`src/rtl/load_store_unit_if.sv`:
```
// load_store_unit_if: execute/writeback request-response and data-memory bus bundle for the load/store unit
//   slave  : the load_store_unit side (takes requests, drives responses and memory strobes)
//   master : the CPU/memory side (drives requests and read data)
interface load_store_unit_if;
  logic        req_valid;
  logic        req_ready;
  logic        req_we;
  logic [2:0]  req_funct3;
  logic [31:0] req_addr;
  logic [31:0] req_wdata;
  logic [4:0]  req_rd;
  logic        resp_valid;
  logic [31:0] resp_data;
  logic [4:0]  resp_rd;
  logic        resp_fault;
  logic [31:0] mem_addr;
  logic [31:0] mem_sdata;
  logic [3:0]  mem_mask;
  logic        mem_lenable;
  logic [31:0] mem_ldata;
  modport slave (
    input  req_valid, req_we, req_funct3, req_addr, req_wdata, req_rd, mem_ldata,
    output req_ready, resp_valid, resp_data, resp_rd, resp_fault,
           mem_addr, mem_sdata, mem_mask, mem_lenable
  );
  modport master (
    output req_valid, req_we, req_funct3, req_addr, req_wdata, req_rd, mem_ldata,
    input  req_ready, resp_valid, resp_data, resp_rd, resp_fault,
           mem_addr, mem_sdata, mem_mask, mem_lenable
  );
endinterface

```
`src/rtl/load_store_unit.sv`:
```
// load_store_unit: RV32I data-memory initiator with store lane steering and load extraction
//   clk   : rising-edge clock
//   rst   : asynchronous active-low reset
//   bus   : load_store_unit_if.slave (req_*, resp_*, mem_*)
//   LOAD_LATENCY (1-7): edges from the lenable-sampling edge to valid mem_ldata
//   Macro LSU_MISALIGN_TRAP_EN: misaligned H/W requests answer with resp_fault instead of force-aligning
module load_store_unit #(
  parameter int LOAD_LATENCY = 1
) (
  input logic clk,
  input logic rst,
  load_store_unit_if.slave bus
);
  typedef enum logic [1:0] {IDLE, ISSUE, WAIT, RESP} state_t;
  localparam logic [2:0] LAST = 3'(LOAD_LATENCY - 1);
  state_t state;
  logic [2:0] cnt;
  logic r_we, r_b, r_h, r_sx;
  logic in_b, in_h, trap;
  logic [3:0] st_mask;
  logic [31:0] st_data, sh, ld;
  logic [1:0] lane;
  // byte/half decode differs by direction: 100/101 are BU/HU on loads but SW on stores
  assign in_b = bus.req_we ? bus.req_funct3 == 3'b000 : bus.req_funct3[1:0] == 2'b00;
  assign in_h = bus.req_we ? bus.req_funct3 == 3'b001 : bus.req_funct3[1:0] == 2'b01;
`ifdef LSU_MISALIGN_TRAP_EN
  assign trap = in_h ? bus.req_addr[0] : !in_b && bus.req_addr[1:0] != 2'b00;
`else
  assign trap = 1'b0;
`endif
  assign st_mask = in_b ? 4'b0001 << bus.req_addr[1:0] : in_h ? 4'b0011 << {bus.req_addr[1], 1'b0} : 4'b1111;
  assign st_data = in_b ? {4{bus.req_wdata[7:0]}} : in_h ? {2{bus.req_wdata[15:0]}} : bus.req_wdata;
  // lane selection ignores the low address bits a halfword/word cannot use (force alignment)
  assign lane = r_b ? bus.mem_addr[1:0] : r_h ? {bus.mem_addr[1], 1'b0} : 2'b00;
  assign sh = bus.mem_ldata >> {lane, 3'b000};
  assign ld = r_b ? {{24{r_sx & sh[7]}}, sh[7:0]} : r_h ? {{16{r_sx & sh[15]}}, sh[15:0]} : sh;
  assign bus.req_ready = state == IDLE;
  always_ff @(posedge clk or negedge rst)
    if (!rst) begin
      state <= IDLE;
      cnt <= '0;
      {r_we, r_b, r_h, r_sx} <= '0;
      bus.resp_valid <= 1'b0;
      bus.resp_fault <= 1'b0;
      bus.resp_data <= '0;
      bus.resp_rd <= '0;
      bus.mem_addr <= '0;
      bus.mem_sdata <= '0;
      bus.mem_mask <= '0;
      bus.mem_lenable <= 1'b0;
    end else begin
      bus.mem_mask <= '0;
      bus.mem_lenable <= 1'b0;
      bus.resp_valid <= 1'b0;
      case (state)
        IDLE: if (bus.req_valid) begin
          bus.mem_addr <= bus.req_addr;
          bus.mem_sdata <= st_data;
          bus.resp_rd <= bus.req_rd;
          bus.resp_data <= '0;
          bus.resp_fault <= trap;
          {r_we, r_b, r_h, r_sx} <= {bus.req_we, in_b, in_h, !bus.req_funct3[2]};
          // strobes are registered here so they appear exactly in the ISSUE cycle
          bus.mem_mask <= bus.req_we && !trap ? st_mask : 4'b0000;
          bus.mem_lenable <= !bus.req_we && !trap;
          bus.resp_valid <= trap;
          state <= trap ? RESP : ISSUE;
        end
        ISSUE: begin
          cnt <= '0;
          bus.resp_valid <= r_we;
          state <= r_we ? RESP : WAIT;
        end
        WAIT: if (cnt == LAST) begin
          bus.resp_data <= ld;
          bus.resp_valid <= 1'b1;
          state <= RESP;
        end else cnt <= cnt + 3'd1;
        default: state <= IDLE;
      endcase
    end
endmodule
```
`src/flat_wrapper.sv`:
```
// flat-port wrapper written by rule: the top's interface ports become plain ports
module load_store_unit_flat 
#(
  parameter int LOAD_LATENCY = 1
)
  (clk, rst, bus_req_valid, bus_req_we, bus_req_funct3, bus_req_addr, bus_req_wdata, bus_req_rd, bus_mem_ldata, bus_req_ready, bus_resp_valid, bus_resp_data, bus_resp_rd, bus_resp_fault, bus_mem_addr, bus_mem_sdata, bus_mem_mask, bus_mem_lenable);
  load_store_unit_if bus_i ();
  input logic clk;
  input logic rst;
  input wire logic [$bits(bus_i.req_valid)-1:0] bus_req_valid;
  input wire logic [$bits(bus_i.req_we)-1:0] bus_req_we;
  input wire logic [$bits(bus_i.req_funct3)-1:0] bus_req_funct3;
  input wire logic [$bits(bus_i.req_addr)-1:0] bus_req_addr;
  input wire logic [$bits(bus_i.req_wdata)-1:0] bus_req_wdata;
  input wire logic [$bits(bus_i.req_rd)-1:0] bus_req_rd;
  input wire logic [$bits(bus_i.mem_ldata)-1:0] bus_mem_ldata;
  output wire logic [$bits(bus_i.req_ready)-1:0] bus_req_ready;
  output wire logic [$bits(bus_i.resp_valid)-1:0] bus_resp_valid;
  output wire logic [$bits(bus_i.resp_data)-1:0] bus_resp_data;
  output wire logic [$bits(bus_i.resp_rd)-1:0] bus_resp_rd;
  output wire logic [$bits(bus_i.resp_fault)-1:0] bus_resp_fault;
  output wire logic [$bits(bus_i.mem_addr)-1:0] bus_mem_addr;
  output wire logic [$bits(bus_i.mem_sdata)-1:0] bus_mem_sdata;
  output wire logic [$bits(bus_i.mem_mask)-1:0] bus_mem_mask;
  output wire logic [$bits(bus_i.mem_lenable)-1:0] bus_mem_lenable;
  assign bus_i.req_valid = bus_req_valid;
  assign bus_i.req_we = bus_req_we;
  assign bus_i.req_funct3 = bus_req_funct3;
  assign bus_i.req_addr = bus_req_addr;
  assign bus_i.req_wdata = bus_req_wdata;
  assign bus_i.req_rd = bus_req_rd;
  assign bus_i.mem_ldata = bus_mem_ldata;
  assign bus_req_ready = bus_i.req_ready;
  assign bus_resp_valid = bus_i.resp_valid;
  assign bus_resp_data = bus_i.resp_data;
  assign bus_resp_rd = bus_i.resp_rd;
  assign bus_resp_fault = bus_i.resp_fault;
  assign bus_mem_addr = bus_i.mem_addr;
  assign bus_mem_sdata = bus_i.mem_sdata;
  assign bus_mem_mask = bus_i.mem_mask;
  assign bus_mem_lenable = bus_i.mem_lenable;
  load_store_unit #(.LOAD_LATENCY(LOAD_LATENCY)) u_core (.clk(clk), .rst(rst), .bus(bus_i));
endmodule
```
`config.mk`:
```
export PLATFORM = sky130hd
export DESIGN_NAME = load_store_unit_flat
export DESIGN_NICKNAME = d
export VERILOG_FILES = /design/src/rtl/load_store_unit_if.sv /design/src/rtl/load_store_unit.sv /design/src/flat_wrapper.sv
export SDC_FILE = /design/constraint.sdc
export NUM_CORES = 1
export LEC_CHECK = 0
export CORE_MARGIN = 4
export CORE_UTILIZATION = 43
export CTS_CLUSTER_SIZE = 28
export DETAILED_ROUTE_END_ITERATION = 12
export GPL_ROUTABILITY_DRIVEN = 0
export PLACE_DENSITY_LB_ADDON = 0.05
export SLEW_MARGIN = 15
export SYNTH_ARGS = -nofsm -noshare
export SYNTH_HDL_FRONTEND = slang
export SYNTH_SLANG_ARGS = --single-unit
```
`constraint.sdc`:
```
create_clock -name clk -period 2.1 [get_ports clk]
set_input_delay 0.42 -clock clk [delete_from_list [all_inputs] [get_ports clk]]
set_output_delay 0.42 -clock clk [all_outputs]
set_load 0.02 [all_outputs]
```
== Word-level counts from Yosys, hierarchy flattened ==
Cells that the tools add are included.
Widths: inputs -> output; s select.
Cells by class
  bitwise operators: 2
  reductions and logical operators: 12
  mux-type cells: 26
  equality and inequality tests: 7
  add/sub/neg operators: 1
  shifts and indexed selects: 3
Operators by type and width (count)
  $mux 32: 6
  $pmux 32 s2: 1
  $shr 32x5->32: 1
  $mux 4: 5
  $mux 2: 4
  $logic_not 3->1: 2
  $mux 1: 6
  $pmux 2 s3: 1
  $pmux 3 s2: 1
  $reduce_and 2->1: 3
  $eq 2x1->1 const B: 2
  $logic_not 2->1: 2
  $ne 2x2->1 const B: 2
  $reduce_bool 2->1: 2
  $shl 1x2->4 const A: 1
  $shl 2x2->4 const A: 1
  $add 3x1->3 const B: 1
  $eq 3x1->1 const B: 1
  $mux 3: 1
  $reduce_and 3->1: 1
  $and 1x1->1: 2
  $eq 2x2->1 const B: 1
  $logic_not 1->1: 2
  $ne 2x1->1 const B: 1
  $pmux 1 s2: 1
Word-level totals
  output and inout bits: 109
  flip-flop bits (word level): 116
  input port bits: 108

== Depth between registers and ports, before layout ==
Gate-level depths: netlist (run 1).
  depth after elaboration: 8
  gate-level depth with buffers: 8
  depth with buffers taken out: 6

== Worst setup path before layout (run 1) ==
OpenSTA, ideal clock, no wires.
  kind: register -> register
  start: reg u_core.state[0]
  end: reg u_core.bus.mem_addr[10] (netlist bit)
  stages on the path, launching flop included: 7
  setup slack: 311 ps
  required time: 1975 ps
  clock period less this slack: 1789 ps
  arrival time: 1664 ps
  setup time: 125 ps
  cell sequence: dfrtp_1 > inv_1 > ha_1 > nand2_1 > clkbuf_1 > buf_2 > mux2_2
On the way
  word-level cells in the longest chain between the ends: 2
Ends and longest elaborated chain
  start: declaration: RTL line load_store_unit.sv:16  | state_t state;
  start signal: assignment: RTL line load_store_unit.sv:67  | state <= trap ? RESP : ISSUE;
  start signal: assignment: RTL line load_store_unit.sv:72  | state <= r_we ? RESP : WAIT;
  $logic_not 2->1
  net bus_req_ready: RTL line flat_wrapper.sv:17  | output wire logic [$bits(bus_i.req_ready)-1:0] bus_req_ready;
  $reduce_and 2->1 (no source line)
  end signal: assignment: RTL line load_store_unit.sv:57  | bus.mem_addr <= bus.req_addr;
  end: declaration: RTL line load_store_unit_if.sv:24  | mem_addr, mem_sdata, mem_mask, mem_lenable
The timed path passes the listed nets, and every way through them passes these cells.
A chain may end at the register's enable or synchronous reset.

== Worst setup path after layout (run 1) ==
  start: reg u_core.bus.mem_addr[1] (netlist bit)
  end: out bus_mem_addr[1]
RTL lines
  end: declaration: RTL line flat_wrapper.sv:22  | output wire logic [$bits(bus_i.mem_addr)-1:0] bus_mem_addr;
No word-level cell between the ends.

==> metrics, run 1 <==
outcome=complete, no violations; critical path fanouts, max=6; Synth Warn #=0; slowest CP cell=clkdlybuf4s50_1; Seq pwr share=0.301; P per Cell Area=1530 mW/mm2; first-pass GRT wire length=around 25 mm; Ant. Diodes=0; Synth Register Bits=116; top post-synthesis cells by area=dfrtp_1 56%, mux2_2 11%, o21ai_0 6.1%; initial antenna violation count=0; CTS tree=yes; Synth Area in Compound Gates=0.113; clock skew=approximately 0.0064 ns; standard-cell rows=39; Worst setup EP type=output port; Post-DP Area=0.00764 mm2; clock share of power=0.220; Fill cells=around 890; Yosys cell types=36; number of port buffers=215; Post-synth EDFFs=0; Post-Synth Adder-Cell Area=0.0144; Via density=5.17; part of the cycle the worst path needs=0.969; Post-CTS Setup Repair Bufs=0; Max Fclk=between 0.4 and 0.5 GHz; DRC=0; Starting Density=0.449; Seq. cell area=0.00290 mm2; CTS buffer count=17; cell-internal power=slightly below 8 mW; post-synthesis simple-gate area fraction=0.0829; Fin Setup TNS=0 ns; Tmin final=between 2 and 2.5 ns; Most used DFF post-synth=dfrtp_1; Top-Level Pins=217; Switch Pwr=4.63 mW; Reg clk slew, reported paths=about 0.050 ns; mean area per synthesized cell=about 12 um2; Syn Inst Count=around 450; Layout area overhead=57.8%; total length of routed wires=between 15 and 20 mm; area leader, netlist=dfrtp_1; clk root buf=clkbuf_16; Max IR drop VDD=1.01 mV; Die Ht=around 120 um; global route overflow=0; vias in the first global route=4693; crit path kind=reg2out; Setup Viol. Count Final=0; Leak Pwr=3.60 nW; die span in x=around 120 um; family with the most delay on the worst path=buffers and inverters; post-synthesis sequential area ratio=0.557; largest family of logic cells by synthesized area=multiplexers; Hold Violations, Final=0; asr flop ratio synth=1.00; fin area=0.00822 mm2; die area=0.0139 mm2; Synth top cells by count=116 x dfrtp_1, 68 x nand2_1, 63 x o21ai_0, 53 x mux2_2, 26 x mux2i_1; Post-Synth XOR/XNOR Area=0; critical-path cell list=clkdlybuf4s50_1; RSZ-0062 raised after global routing=no; Layout Nets=788; Req. time, crit path=1.68 ns; DRT antenna net count=0; largest net degree at the start of global routing=58; core box area=0.0116 mm2; Multi-input gate area=0.00215 mm2; DP HPWL=11.4 mm; Mapped Area=0.00521 mm2; Hold Path Class=in2async; Slew Limit Fails=0; count leader, synth=dfrtp_1; max cap viols=0; Bufs on Longest Clock Path=2; flop2flop setup slack=approximately 0.28 ns; H-Tree Level Count=4; layout cell share with drive strength beyond 1=0.188; slowest cell delay on critical path=0.70 ns; CP Launch Type=register; clock latency on the worst-skew pair=0.42 ns; WP data arrival=1.62 ns; Tot GR Track Use=0.230; WL/cell=18.3 um; drt pass-1 iters=4; syn nets=roughly 560; WP buf/inv=1; Initial DRC Count=approximately 330; Synth top area share=0.557; Comb pwr share=0.479; switch share=0.368; Vias=4285; multiplexer share of the synthesized area=0.199; clock sinks=116
-- metal layers --
| layer | up-vias | global-route usage | routed length, um |
|---|---|---|---|
| met5 | - | 0 | 0 |
| met3 | 21 | 0.125 | 1480 |
| met4 | 0 | 0.0755 | 255 |
| met1 | 2102 | 0.255 | 5760 |
| li1 | 2009 | - | - |
| met2 | 153 | 0.377 | 7680 |
-- cells in the final DEF (no fill, tap or decap), drive strengths merged, types with 2 or more instances in the layout --
cell,instances
nor2b,2
mux2i,26
bufinv,2
or2,2
dfrtp,116
nor2,19
ha,6
nand2,70
a21oi,9
o22ai,2
mux4,8
mux2,53
clkinv,7
clkdlybuf4s50,213
clkinvlp,2
a22o,9
nand2b,2
clkbuf,20
o211ai,2
inv,9
o21ai,73
buf,20
and3,2
-- layout make-up --
type | instances | share of cell area
clock buffers | 20 | 0.0556
inverters | 9 | 0.00411
flip-flops and latches | 116 | 0.353
well taps | 143 | 0.0218
repair buffers | 235 | 0.291
multi-input cells | 295 | 0.261
clock inverters | 11 | 0.0134
-- repair_timing --
item | CTS | global route
hold buffers | 1 | 0
gates resized for setup | 1 | 0
endpoints found under the setup margin | 1 | 0
endpoints found under the hold margin | 4 | 0
-- flip-flops by register name, summed over array words and instances, names as in the netlist --
| name | cells |
|---|---|
| u_core.bus.mem_addr | 32 |
| u_core.bus.mem_sdata | 32 |
| u_core.bus.resp_data | 32 |
| u_core.bus.resp_rd | 5 |
| u_core.bus.mem_mask | 4 |
| u_core.cnt | 3 |
| u_core.state | 2 |
| u_core.bus.mem_lenable | 1 |
| u_core.bus.resp_valid | 1 |
| u_core.r_b | 1 |
| u_core.r_h | 1 |
| u_core.r_sx | 1 |
| u_core.r_we | 1 |
-- through the flow --
step                utilization  hold WS (ns)  worst slack (ns)  total power [mW]  instances
finish                    0.708         0.358            0.0644              12.6        829
detailed placement        0.658         0.245             0.102              9.88        797
floorplan                     -         0.124             0.311              6.99        447
CTS                       0.708         0.339            0.0256              12.7        829
global placement          0.658         0.247             0.192              9.72        797
global route              0.708         0.367           0.00751              13.3        829
-- worst register-to-register path, stage by stage (launching register included) --
cell and delay [ns]:
dfrtp_1 0.37, inv_1 0.09, ha_1 0.24, buf_4 0.16, nand2b_1 0.10, and3_1 0.23, buf_4 0.23, o21ai_0 0.13
o21ai_0 0.18
-- cells by family (layout without fill, tap and decap cells) --
| logic type | Yosys count | after routing |
|---|---|---|
| mux | 87 | 87 |
| simple gates | 102 | 102 |
| compound gates | 99 | 99 |
| buf+inv | 36 | 275 |
| fa+ha+maj | 6 | 6 |
| other cells | 1 | 1 |
| flops | 116 | 116 |
-- worst paths after layout --
path / startpoint / end / cells after the start
worst min register to register: u_core.bus.resp_data[29]$_DFFE_PN0P_ / u_core.bus.resp_data[29]$_DFFE_PN0P_ / 2
worst max register to register: u_core.state[0]$_DFFE_PN0P_ / u_core.bus.resp_data[11]$_DFFE_PN0P_ / 8
min in group clk: u_core.bus.resp_data[29]$_DFFE_PN0P_ / u_core.bus.resp_data[29]$_DFFE_PN0P_ / 2
worst min-delay path: rst / u_core.cnt[0]$_DFFE_PN0P_ / 2
worst max-delay path: u_core.bus.mem_addr[1]$_DFFE_PN0P_ / bus_mem_addr[1] / 1
max in group asynchronous: rst / u_core.bus.mem_addr[12]$_DFFE_PN0P_ / 3
-- power by group through the flow --
stage	registers, mW	clock network [mW]	logic (mW)
4_1_cts	3.80	2.82	6.09
5_1_grt	3.90	2.94	6.50
6_report	3.78	2.77	6.02
2_1_floorplan	4.85	0	2.14
3_3_place_gp	3.76	0	5.96
3_5_place_dp	3.81	0	6.06
No activity file was read; power rests on OpenSTA's default activity.
==> inputs of run 2 (changes only) <==
--- a/config.mk
+++ b/config.mk
@@ -11,6 +11,7 @@
 export DETAILED_ROUTE_END_ITERATION = 12
 export GPL_ROUTABILITY_DRIVEN = 0
 export PLACE_DENSITY_LB_ADDON = 0.05
+export RECOVER_POWER = 25
 export SLEW_MARGIN = 15
 export SYNTH_ARGS = -nofsm -noshare
 export SYNTH_HDL_FRONTEND = slang
==> metrics, run 2 (synthesis gave the netlist of run 1 again) <==
drt pass-1 iters=4; first-pass GRT wire length=roughly 25 mm; CTS buffer count=17; layout cell share with drive strength beyond 1=0.187; WP data arrival=1.62 ns; DRC=0; Bufs on Longest Clock Path=2; die span in x=118 um; CTS tree=yes; slowest CP cell=clkdlybuf4s50_1; clock latency on the worst-skew pair=~0.42 ns; RSZ-0062 raised after global routing=no; initial antenna violation count=0; critical path fanouts, max=6; clock share of power=0.221; global route overflow=0; Reg clk slew, reported paths=around 0.05 ns; crit path kind=reg2out; outcome=complete, no violations; Starting Density=0.449; Regs by FF count=u_core.bus.mem_addr: 32 flops, u_core.bus.mem_sdata: 32 flops, u_core.bus.resp_data: 32 flops; Max Fclk=around 0.49 GHz; H-Tree Level Count=4; most frequent cells in the layout=213 x clkdlybuf4s50_1, 116 x dfrtp_1, 67 x nand2_1; clk root buf=clkbuf_16; WP buf/inv=1; largest net degree at the start of global routing=58; fin util=0.705; Hold Path Class=in2async; Setup Viol. Count Final=0; Post-CTS Setup Repair Bufs=0; Multi-input gate area=0.00215 mm2; DP HPWL=11.4 mm; Comb pwr share=0.478; Worst Max-Slew Pin Slew=0.776 ns; Tmin final=roughly 2.0 ns; Top-Level Pins=between 200 and 250; standard-cell rows=39; Via density=slightly above 5; DRT antenna net count=0; Slew Limit Fails=0; Tot GR Track Use=0.230; Switch Pwr=~4.6 mW; cell-internal power=7.94 mW; Vias=4287; slowest cell delay on critical path=~0.7 ns; WL/cell=roughly 18 um; Layout Nets=788; core box area=0.0116 mm2; die area=0.0139 mm2; Layout area overhead=57.2%; Leak Pwr=roughly 3.6 nW; Fill cells=890; vias in the first global route=4693; family with the most delay on the worst path=buffers and inverters; switch share=0.368; Seq. cell area=0.00290 mm2; Req. time, crit path=1.68 ns; part of the cycle the worst path needs=0.969; P per Cell Area=1530 mW/mm2; Max IR drop VDD=1.01 mV; total length of routed wires=15.2 mm; max cap viols=0; critical-path cell list=clkdlybuf4s50_1; Hold Violations, Final=0; most common cell after layout, fill and taps aside=clkdlybuf4s50_1; Fin Setup TNS=0 ns; Worst setup EP type=output port; clock sinks=116; Seq pwr share=0.301; CP Launch Type=register; Die Ht=118 um; clock skew=0.00639 ns; Ant. Diodes=0; number of port buffers=roughly 220; Initial DRC Count=352; Max-slew headroom=0.483
-- run 2: changes by cell type in the layout (fill, tap and decap cells not counted) --
cell	before	now
buf_12	7	5
buf_4	13	12
clkbuf_1	1	2
clkbuf_4	0	2
-- run 2: metal layers --
| metal | part of all wire | vias up | wire length, um | global-route usage |
|---|---|---|---|---|
| met3 | 0.098 | 21 | 1490 | 0.125 |
| met2 | 0.51 | 159 | 7690 | 0.377 |
| met1 | 0.38 | 2096 | 5730 | 0.255 |
| met4 | 0.017 | 0 | 255 | 0.0755 |
| met5 | 0 | - | 0 | 0 |
| li1 | - | 2011 | - | - |
-- run 2: final timing paths --
path | cells after the start | to | slack, ns | from
worst min-delay path | 2 | u_core.cnt[0]$_DFFE_PN0P_ | 0.39 | rst
max in group asynchronous | 3 | u_core.bus.mem_addr[2]$_DFFE_PN0P_ | 0.60 | rst
worst max register to register | 7 | u_core.bus.resp_data[11]$_DFFE_PN0P_ | 0.28 | u_core.cnt[0]$_DFFE_PN0P_
worst min register to register | 2 | u_core.bus.resp_data[29]$_DFFE_PN0P_ | 0.48 | u_core.bus.resp_data[29]$_DFFE_PN0P_
min in group clk | 2 | u_core.bus.resp_data[29]$_DFFE_PN0P_ | 0.48 | u_core.bus.resp_data[29]$_DFFE_PN0P_
worst max-delay path | 1 | bus_mem_addr[1] | 0.06 | u_core.bus.mem_addr[1]$_DFFE_PN0P_
-- run 2: power by group through the flow --
| stage | Combinational (mW) | Clock (mW) | Sequential [mW] |
|---|---|---|---|
| final | 6.01 | 2.77 | 3.78 |
| after global routing | 6.49 | 2.94 | 3.90 |
| after floorplan | 2.14 | 0 | 4.85 |
| after detailed placement | 6.06 | 0 | 3.81 |
| after CTS | 6.09 | 2.82 | 3.80 |
| after global placement | 5.96 | 0 | 3.76 |
-- run 2: area by class of cell --
| class | count | area share |
|---|---|---|
| clock buffers | 20 | 0.0558 |
| well taps | 143 | 0.0218 |
| clock inverters | 11 | 0.0134 |
| multi-input cells | 295 | 0.262 |
| repair buffers | 235 | 0.288 |
| inverters | 9 | 0.00412 |
| flip-flops and latches | 116 | 0.354 |
-- run 2: metrics by stage --
step	instances	setup slack, ns	cell area [um2]	power [mW]	hold slack (ns)
after floorplan	447	0.311	5210	6.99	0.124
after global placement	797	0.192	7640	9.72	0.247
after detailed placement	797	0.102	7640	9.88	0.245
after CTS	829	0.0256	8220	12.7	0.339
after global routing	829	0.00751	8190	13.3	0.412
final	829	0.0642	8190	12.6	0.392
-- run 2: what timing repair did --
action / in CTS / in global routing
hold buffers: 1 / 0
resized for setup: 1 / 0
setup endpoints to repair: 1 / 0
endpoints found under the hold margin: 4 / 0
==> inputs of run 3 (changes only) <==
--- a/config.mk
+++ b/config.mk
@@ -6,7 +6,7 @@
 export NUM_CORES = 1
 export LEC_CHECK = 0
 export CORE_MARGIN = 4
-export CORE_UTILIZATION = 43
+export CORE_UTILIZATION = 24
 export CTS_CLUSTER_SIZE = 28
 export DETAILED_ROUTE_END_ITERATION = 12
 export GPL_ROUTABILITY_DRIVEN = 0
==> metrics, run 3 (synthesis gave the netlist of run 1 again) <==
Tot GR Track Use=0.141; Hold Path Class=reg2reg; Bufs on Longest Clock Path=2; global route overflow=0; Worst Max-Slew Pin Slew=0.853 ns; CTS tree=yes; Req. time, crit path=~1.7 ns; WL/cell=17.5 um; layout cell share with drive strength beyond 1=0.190; Top-Level Pins=217; Post-CTS Setup Repair Bufs=0; CTS buffer count=17; crit path kind=reg2out; drt pass-1 iters=4; first-pass GRT wire length=~26 mm; Layout area overhead=61.2%; R2R cell count=7; slowest CP cell=dfrtp_1; critical-path cell list=inv_1, ha_2, dlygate4sd2_1; core box area=0.0212 mm2; WP data arrival=1.56 ns; standard-cell rows=53; largest net degree at the start of global routing=53; clk root buf=clkbuf_16; Die Ht=~160 um; critical path fanouts, max=6; total length of routed wires=16.8 mm; die area=0.0241 mm2; outcome=complete, no violations; clock skew=0.00784 ns; most frequent cells in the layout=212 x clkdlybuf4s50_1, 116 x dfrtp_1, 67 x nand2_1; Ant. Diodes=0; Hold Violations, Final=0; number of port buffers=between 200 and 250; die span in x=155 um; Initial DRC Count=between 100 and 150; Fin Setup TNS=0 ns; CP Launch Type=register; Tmin final=1.98 ns; Reg clk slew, reported paths=0.06 ns; clock sinks=about 120; Regs by FF count=u_core.bus.mem_addr: 32 flops, u_core.bus.mem_sdata: 32 flops, u_core.bus.resp_data: 32 flops; DRT antenna net count=0; P per Cell Area=between 1500 and 2000 mW/mm2; Leak Pwr=3.58 nW; Worst setup EP type=output port; DP HPWL=12.6 mm; initial antenna violation count=1; Starting Density=0.246; part of the cycle the worst path needs=0.942; max cap viols=0; Post-DP Area=0.00781 mm2; clock latency on the worst-skew pair=0.41 ns; Slew Limit Fails=0; Via density=4.39; Layout Nets=786; Setup Viol. Count Final=0; slowest cell delay on critical path=0.41 ns; most common cell after layout, fill and taps aside=clkdlybuf4s50_1; DRC=0; Vias=4219; H-Tree Level Count=4; Max IR drop VDD=approximately 0.70 mV; fin area=between 0.008 and 0.009 mm2; Max Fclk=0.506 GHz; Max-slew headroom=0.432; vias in the first global route=4630; RSZ-0062 raised after global routing=no; hold path cells=2
==> run 3: stage by stage <==
stage / power, mW / std cells / hold slack, ns / setup WS (ns) / utilization
floorplan: 6.99 / 447 / 0.124 / 0.311 / -
global placement: 9.91 / 927 / 0.410 / 0.121 / 0.369
detailed placement: 9.98 / 927 / 0.408 / 0.0728 / 0.369
CTS: 13.0 / 960 / 0.482 / 0.0135 / 0.397
global route: 13.6 / 960 / 0.515 / 0.0289 / 0.397
finish: 12.7 / 960 / 0.474 / 0.122 / 0.397
==> run 3: layout make-up <==
| class | instances | area (um2) |
|---|---|---|
| clock buffer | 18 | 439 |
| clock inverter | 14 | 154 |
| fill | 2069 | 12800 |
| inverter | 9 | 33.8 |
| multi-input combinational | 295 | 2150 |
| sequential | 116 | 2900 |
| tap | 275 | 344 |
| timing repair buffer | 233 | 2370 |
==> run 3: worst paths after layout <==
path | startpoint | to | slack (ns)
min in group asynchronous | rst | u_core.bus.resp_valid$_DFF_PN0_ | 0.67
max reg2reg | u_core.state[0]$_DFFE_PN0P_ | u_core.bus.resp_data[19]$_DFFE_PN0P_ | 0.32
min | u_core.bus.mem_sdata[9]$_DFFE_PN0P_ | u_core.bus.mem_sdata[9]$_DFFE_PN0P_ | 0.47
max | u_core.state[1]$_DFFE_PN0P_ | bus_req_ready | 0.12
max in group asynchronous | rst | u_core.bus.mem_addr[15]$_DFFE_PN0P_ | 0.44
min reg2reg | u_core.bus.mem_sdata[9]$_DFFE_PN0P_ | u_core.bus.mem_sdata[9]$_DFFE_PN0P_ | 0.47
==> run 3: report_power, final <==
part / switching, mW / total, mW / internal (mW)
clock network: 1.12 / 2.91 / 1.79
registers: 0.548 / 3.77 / 3.23
logic: 3.11 / 6.06 / 2.95
==> run 3: per-layer routing <==
| layer | vias to the layer above | share of wire | global-route usage |
|---|---|---|---|
| met3 | 14 | 0.088 | 0.0598 |
| met2 | 144 | 0.47 | 0.218 |
| li1 | 2009 | - | - |
| met5 | - | 0.00048 | 0 |
| met1 | 2050 | 0.44 | 0.181 |
| met4 | 2 | 0.011 | 0.0425 |
==> run 3: critical path, delay by kind of cell (launching register included) <==
family,cells,cell delay (ns)
fa+ha+maj,1,0.27
flops,1,0.41
buf+inv,2,0.48
==> run 3: what timing repair did <==
action / CTS / global route
hold buffers: 1 / 0
endpoints found under the hold margin: 28 / 0
gates resized for setup: 2 / 1
endpoints found under the setup margin: 2 / 1
